[config.mk]
export PLATFORM = sky130hd
export DESIGN_NAME = tt_sweep
export DESIGN_NICKNAME = d
export VERILOG_FILES = /design/src/rtl/tt_sweep.sv
export SDC_FILE = /design/constraint.sdc
export NUM_CORES = 1
export LEC_CHECK = 0
export BUFFER_PORTS_ARGS = -buffer_cell sky130_fd_sc_hd__buf_2
export CORE_ASPECT_RATIO = 1.4
export CORE_UTILIZATION = 47
export DETAILED_ROUTE_END_ITERATION = 16
export GPL_TIMING_DRIVEN = 0
export PLACE_DENSITY = 0.74
export REMOVE_ABC_BUFFERS = 1
export SYNTH_ARGS = -nofsm -noshare
export SYNTH_HDL_FRONTEND = slang
export SYNTH_SLANG_ARGS = --single-unit
[constraint.sdc]
create_clock -name clk -period 2.03 [get_ports clk]
set_clock_uncertainty 0.1 [all_clocks]
set_input_delay 0.3045 -clock clk [delete_from_list [all_inputs] [get_ports clk]]
set_output_delay 0.3045 -clock clk [all_outputs]
set_load 0.1 [all_outputs]
[src/rtl/tt_sweep.sv]
// tt_sweep: sweeps every minterm of an N-input reduction function chosen by
// mode, streaming (minterm, value) pairs and assembling the full truth table.
//
// Ports:
//   clk      in   rising-edge clock
//   reset    in   asynchronous active-high reset
//   start    in   sweep request, sampled only in IDLE
//   mode     in   [2:0] function select, latched when start is accepted
//   pause    in   freezes the sweep while high in SWEEP
//   minterm  out  [N-1:0] minterm currently presented
//   value    out  function result for minterm
//   valid    out  minterm/value pair valid this cycle
//   busy     out  sweep in progress (SWEEP state, including pauses)
//   done     out  one-cycle completion pulse
//   table_o  out  [2^N-1:0] truth table, bit m = f(m)
//   ones     out  [N:0] number of minterms with f = 1
module tt_sweep #(
  parameter int unsigned N = 2
) (
  input  logic               clk,
  input  logic               reset,
  input  logic               start,
  input  logic [2:0]         mode,
  input  logic               pause,
  output logic [N-1:0]       minterm,
  output logic               value,
  output logic               valid,
  output logic               busy,
  output logic               done,
  output logic [(1<<N)-1:0]  table_o,
  output logic [N:0]         ones
);

  localparam int unsigned M  = 1 << N;
  localparam int unsigned CW = N + 1;

  typedef enum logic [1:0] {
    S_IDLE  = 2'd0,
    S_SWEEP = 2'd1,
    S_DONE  = 2'd2
  } state_t;

  state_t          state_q, state_d;
  logic [CW-1:0]   cnt_q, cnt_d;
  logic [2:0]      mode_q, mode_d;
  logic [N-1:0]    minterm_q, minterm_d;
  logic            value_q, value_d;
  logic            valid_q, valid_d;
  logic            busy_q, busy_d;
  logic            done_q, done_d;
  logic [M-1:0]    table_q, table_d;
  logic [CW-1:0]   ones_q, ones_d;
  logic            f_c;

  // N-input reduction selected by the latched mode
  function automatic logic eval_f(input logic [2:0] md, input logic [N-1:0] m);
    logic r;
    r = 1'b0;
    case (md)
      3'b000:  r = &m;
      3'b001:  r = |m;
      3'b010:  r = ^m;
      3'b011:  r = ~(^m);
      3'b100:  r = ~(&m);
      3'b101:  r = ~(|m);
      3'b110:  r = 1'b0;
      default: r = 1'b1;
    endcase
    return r;
  endfunction

  // Function value for the minterm the counter points at
  always_comb begin
    f_c = eval_f(mode_q, cnt_q[N-1:0]);
  end

  // State and output registers
  always_ff @(posedge clk or posedge reset) begin
    if (reset) begin
      state_q   <= S_IDLE;
      cnt_q     <= '0;
      mode_q    <= '0;
      minterm_q <= '0;
      value_q   <= 1'b0;
      valid_q   <= 1'b0;
      busy_q    <= 1'b0;
      done_q    <= 1'b0;
      table_q   <= '0;
      ones_q    <= '0;
    end else begin
      state_q   <= state_d;
      cnt_q     <= cnt_d;
      mode_q    <= mode_d;
      minterm_q <= minterm_d;
      value_q   <= value_d;
      valid_q   <= valid_d;
      busy_q    <= busy_d;
      done_q    <= done_d;
      table_q   <= table_d;
      ones_q    <= ones_d;
    end
  end

  // Next-state and next-output logic
  always_comb begin
    state_d   = state_q;
    cnt_d     = cnt_q;
    mode_d    = mode_q;
    minterm_d = minterm_q;
    value_d   = value_q;
    valid_d   = 1'b0;
    done_d    = 1'b0;
    table_d   = table_q;
    ones_d    = ones_q;

    case (state_q)
      S_IDLE: begin
        if (start) begin
          state_d = S_SWEEP;
          mode_d  = mode;
          cnt_d   = '0;
          table_d = '0;
          ones_d  = '0;
        end
      end
      S_SWEEP: begin
        if (!pause) begin
          // Counter runs one past the last minterm; that extra step is the
          // completion edge, so the wrap never starts a second pass.
          if (cnt_q == CW'(M)) begin
            state_d = S_DONE;
            done_d  = 1'b1;
          end else begin
            minterm_d = cnt_q[N-1:0];
            value_d   = f_c;
            valid_d   = 1'b1;
            table_d[cnt_q[N-1:0]] = f_c;
            ones_d    = ones_q + CW'(f_c);
            cnt_d     = cnt_q + CW'(1);
          end
        end
      end
      S_DONE: begin
        state_d = S_IDLE;
      end
      default: begin
        state_d = S_IDLE;
      end
    endcase

    busy_d = (state_d == S_SWEEP);
  end

  assign minterm = minterm_q;
  assign value   = value_q;
  assign valid   = valid_q;
  assign busy    = busy_q;
  assign done    = done_q;
  assign table_o = table_q;
  assign ones    = ones_q[N:0];

endmodule

== Word-level counts from Yosys, hierarchy flattened ==
Cells that the tools add are included.

* Logic and storage cells: 66
* Register bits after elaboration: 21
* Output and inout port bits: 13

* Bitwise gates (word level): 5
* Add/sub/neg operators: 2
* Magnitude comparators: 2
* Eq/ne operators: 12
* Reduce and logical (&&, ||, !) cells: 10
* Muxes and demuxes: 25

{| class="wikitable"
|+ Operators with widths
! kind !! count
|-
| 3-bit two-way mux || 5
|-
| 3-bit equality test (second input constant) || 4
|-
| 4-bit two-way mux || 3
|-
| 3-bit case mux with 2 select lines || 2
|-
| 4-bit case mux with 2 select lines || 1
|-
| 1-bit two-way mux || 7
|-
| 1-bit case mux with 7 select lines || 1
|-
| 3-bit by 2-bit equality test with 1-bit output (second input constant) || 2
|-
| 2-bit two-way mux || 3
|-
| 2-bit != test (second input constant) || 3
|-
| 1-bit NOT || 5
|-
| 4-bit bitwise mux || 1
|-
| 2-bit by 1-bit equality test with 1-bit output (second input constant) || 2
|-
| 2-bit case mux with 2 select lines || 1
|-
| 2-bit AND reduction || 2
|-
| 4-bit AND reduction || 1
|-
| 3-bit by 1-bit adder with 3-bit output || 1
|-
| 3-bit by 1-bit adder with 3-bit output (second input constant) || 1
|-
| 3-bit by 1-bit equality test with 1-bit output (second input constant) || 1
|-
| 3-bit logical NOT || 1
|-
| 2-bit by 3-bit less-than comparator with 1-bit output (second input constant) || 1
|-
| 3-bit AND reduction || 1
|-
| 1-bit demux with 2-bit select || 1
|-
| 2-bit by 1-bit greater-or-equal comparator with 1-bit output (second input constant) || 1
|-
| other kinds (5) || 5
|}

== Logic depth before layout (Yosys ltp) ==
* Word-level depth: 8
* Gate-level depth with buffers: 11
* Mapped depth without buffers: 11

== Worst setup path after synthesis ==
Ideal clock, no wire load.

* Path kind: reg2reg
* Start point: register cnt_q[0]
* End point: register ones_q[2] (netlist: ones[2])
* Stages on the path, launching flop included: 12
* Library setup time: 121 ps
* Arrival time: 1910 ps
* Slack: -101 ps
* Data required time: 1809 ps
* Cell sequence: dfrtp_1 > inv_1 > ha_1 > xnor2_1 > o211a_1 > a21oi_2 > inv_1 > ha_1 > ha_1 > nand3_1 > xor2_1 > nor2_1

* Longest elaborated chain between the ends: 7
* Elaborated cells on any way between the ends: 14
* Classes of those cells: add/sub: 1; eq/ne: 2; mux: 4; bitwise: 3; reduce/logical: 4

{| class="wikitable"
|+ RTL lines
! item !! RTL line !! source
|-
| start: declaration || 44 || <nowiki>logic [CW-1:0] cnt_q, cnt_d;</nowiki>
|-
| start signal: assignment || 92 || <nowiki>cnt_q <= cnt_d;</nowiki>
|-
| 2-bit OR reduction, or another cell as far along || 61, 65 ||
|-
| 1-bit NOT, on equally long branches || 65, 63, 64 ||
|-
| 1-bit case mux with 7 select lines (*) || 59 || <nowiki>case (md)</nowiki>
|-
| via f_c || 53 || <nowiki>logic f_c;</nowiki>
|-
| 3-bit by 1-bit adder with 3-bit output (*) || 138 || <nowiki>ones_d = ones_q + CW'(f_c);</nowiki>
|-
| 3-bit two-way mux (*) || 130 || <nowiki>if (cnt_q == CW'(M)) begin</nowiki>
|-
| 3-bit two-way mux (*) || 127 || <nowiki>if (!pause) begin</nowiki>
|-
| 3-bit case mux with 2 select lines (*) || 116 || <nowiki>case (state_q)</nowiki>
|-
| end signal: assignment || 100 || <nowiki>ones_q <= ones_d;</nowiki>
|-
| end: declaration || 52 || <nowiki>logic [CW-1:0] ones_q, ones_d;</nowiki>
|}

Mark *: on every way through the listed nets, which the timed path passes. The rest lies on a longest branch. The select of a mux whose other input is x is not followed.
A chain may end at the register's enable or synchronous reset.

== Final worst setup path ==
* Start point: register cnt_q[1]
* End point: register ones_q[2] (netlist: ones[2])

The elaborated chain is that of the path after synthesis.

==> results by group <==
Status
  – Status: finished clean

Logic synthesis
  – Area fraction of the dominant cell type after synthesis: 0.5330
  – Commonest cells post-synth: dfrtp_1 (21), nand2_1 (20), ha_1 (6)
  – Ys async rst share: 1.000
  – Most common cell in the netlist: dfrtp_1
  – Post-synth EDFFs: 0
  – Yosys Warn Count: 0
  – Average size of a mapped cell: between 10 and 15 um2
  – Post-synthesis sequential area ratio: 0.5330
  – Yosys top cell by area: dfrtp_1
  – Synth Register Bits: 21
  – Mapped Cells: 95
  – Cell Area, Synth: just under 0.001 mm2
  – Main area contributors after synthesis: dfrtp_1 (53%), ha_1 (7.6%), nand2_1 (7.6%)
  – Synth Flop Type: dfrtp_1
  – Synth cell types: 31

Critical path
  – Delay of the slowest critical-path stage: 0.41 ns
  – CP Capture Type: flip-flop
  – CP arrival: 2.11 ns
  – CP required: roughly 2.1 ns
  – Critical-path top delay cell: dfrtp_1
  – R2R setup slack: about 0.014 ns
  – Cell breakdown of the critical path: inv_2 -> ha_4 -> xnor2_1 -> o211a_1 -> a21oi_4 -> inv_2 -> ha_2 -> ha_2 -> nand3_2 -> xor2_1 -> nor2_1
  – Bufs and invs on worst path: 2
  – Crit path launch type: flip-flop
  – CP top delay family: adder cells
  – Crit path max fanout: 4
  – Crit path kind: flip-flop to flip-flop

Timing
  – Final min period: between 2 and 2.5 ns
  – Maximum clock rate: 0.4960 GHz
  – Final Hold Fails: 0
  – Worst-margin pin slew: ~0.78 ns
  – # setup viols final: 0
  – Slew headroom: 0.4792
  – Tcrit/Tclk final: 0.9932
  – Final Max Slew Viols: 0
  – RSZ-0062 raised after global routing: true
  – Setup WS post-layout: 0.01377 ns

Global route
  – First-pass GRT wire length: around 3300 um
  – GRT overflow: 0
  – Pin count of the biggest net entering global routing: 22
  – Antenna violations before repair: 0
  – Total global-route track usage: 0.2011
  – Vias in the first global route: 775

Placed design
  – Port Buffers: 19
  – GP Congestion: 0.7855
  – DP HPWL: approximately 1200 um
  – Post-Place Cells: between 100 and 150
  – Pre-CTS setup slack: -0.3207 ns

Routing
  – Residual DRC: 0
  – Routed vias/inst: around 5.5
  – Wire per inst: 13.34 um
  – Initial DRC Count: 18
  – Number of iterations in the first detailed-routing pass: 4
  – DR vias: a little under 800
  – Antenna Nets Post-Route: 0
  – WL final: between 1500 and 2000 um

CTS
  – H-tree Lvls: 1
  – Longest Clk Path Bufs: 2
  – Root Buffer: clkbuf_4
  – Worst-Skew Late Latency: ~0.32 ns
  – CTS Sinks: 21
  – CTS tree: done
  – # hold bufs at CTS: 0
  – CTS buffer count: 3
  – Reg clk slew, reported paths: between 0.1 and 0.15 ns

Die
  – Die Height: approximately 56 um
  – Initial Util: 0.4997
  – Die ar.: around 0.0023 mm2
  – Placeable Area: 0.001973 mm2
  – Die Wd: 40.71 um
  – Io pins: 20
  – Row count: 19

Layout
  – Share of cells above drive strength 1: 0.3667
  – Ant diodes: 0
  – Layout overhead on the synthesized area: 20.94%
  – # nets final: approximately 130
  – Non-Filler Instances: 141

Flow run
  – MaxCap Viol Count: 0

Worst hold path
  – Hold Crit Class: input port to async pin
[cell usage in the layout, fill, tap and decap left out, drive strengths merged]
master | Yosys | final
clkinvlp | 0 | 1
ha | 6 | 6
o211a | 1 | 1
xnor2 | 1 | 1
nand3 | 4 | 4
a21o | 1 | 1
clkinv | 1 | 1
nand3b | 1 | 1
o2bb2ai | 1 | 1
a21oi | 6 | 6
o21ai | 4 | 4
or2b | 1 | 1
nand2 | 21 | 21
nor3 | 3 | 3
o31ai | 1 | 1
dfrtp | 21 | 21
o22ai | 1 | 1
buf | 2 | 24
and2 | 1 | 1
a211oi | 2 | 2
nor2 | 4 | 4
inv | 4 | 4
clkbuf | 1 | 3
nor3b | 2 | 2
xor2 | 1 | 1
nand2b | 1 | 1
a311oi | 3 | 3
[layout make-up]
class                           instances  area, um2
Clock buffer                            3      22.52
Clock inverter                          1      7.507
Fill cell                             163      780.7
Inverter                                5      20.02
Multi-Input combinational cell         66      457.9
Sequential cell                        21      525.5
Tap cell                               21      26.28
Timing Repair Buffer                   24      132.6
[metrics by stage]
| step | util | hold WS, ns | TNS (ns) | instance area, um2 |
|---|---|---|---|---|
| floorplan | - | 0.1810 | -0.1337 | 962.2 |
| CTS | 0.5897 | 0.04774 | 0 | 1164 |
| global route | 0.6043 | 0.06010 | -0.1464 | 1192 |
| global placement | 0.5491 | 0.3589 | -0.5833 | 1084 |
| finish | 0.6043 | 0.001270 | 0 | 1192 |
| detailed placement | 0.5491 | 0.3702 | -0.5952 | 1084 |
[layer usage]
metal  up-vias  global-route usage  part of all wire
li1        376                   -                 -
met1       378              0.2737              0.45
met2        14              0.3152              0.51
met3         5             0.02400             0.024
met4         0             0.07143             0.018
met5         -                   0                 0
[kinds of logic after synthesis]
kind of cell | count (synthesis) | share of synthesized area
and+or+nand+nor | 38 | 0.1815
AOI/OAI and AO/OA | 20 | 0.1472
DFF | 21 | 0.5330
xor gates and xnor gates | 2 | 0.01777
buffers and inverters | 8 | 0.04439
adders and majority gates | 6 | 0.07614
[what timing repair did]
action,4_1_cts,5_1_grt
gates cloned,0,0
pin swaps,0,3
setup endpoints to repair,3,2
setup buffers,3,2
hold endpoints to repair,0,0
gates resized for setup,7,5
[state kept, by name, indices dropped and copies added (netlist names)]
register  count
valid         1
state_q       2
table_o       4
minterm       2
done          1
busy          1
cnt_q         3
ones          3
value         1
mode_q        3
[worst paths after layout]
kind                           from         to  cells after the start
setup / recovery           cnt_q[1]    ones[2]                     11
hold / removal                reset      valid                      2
setup reg to reg           cnt_q[1]    ones[2]                     11
hold reg to reg               value      value                      2
max in group asynchronous     reset       busy                      2
min in group clk            mode[2]  mode_q[2]                      3
Power is not shown: default switching activity piles up to over one toggle a cycle in this logic, so the estimate is an artifact.
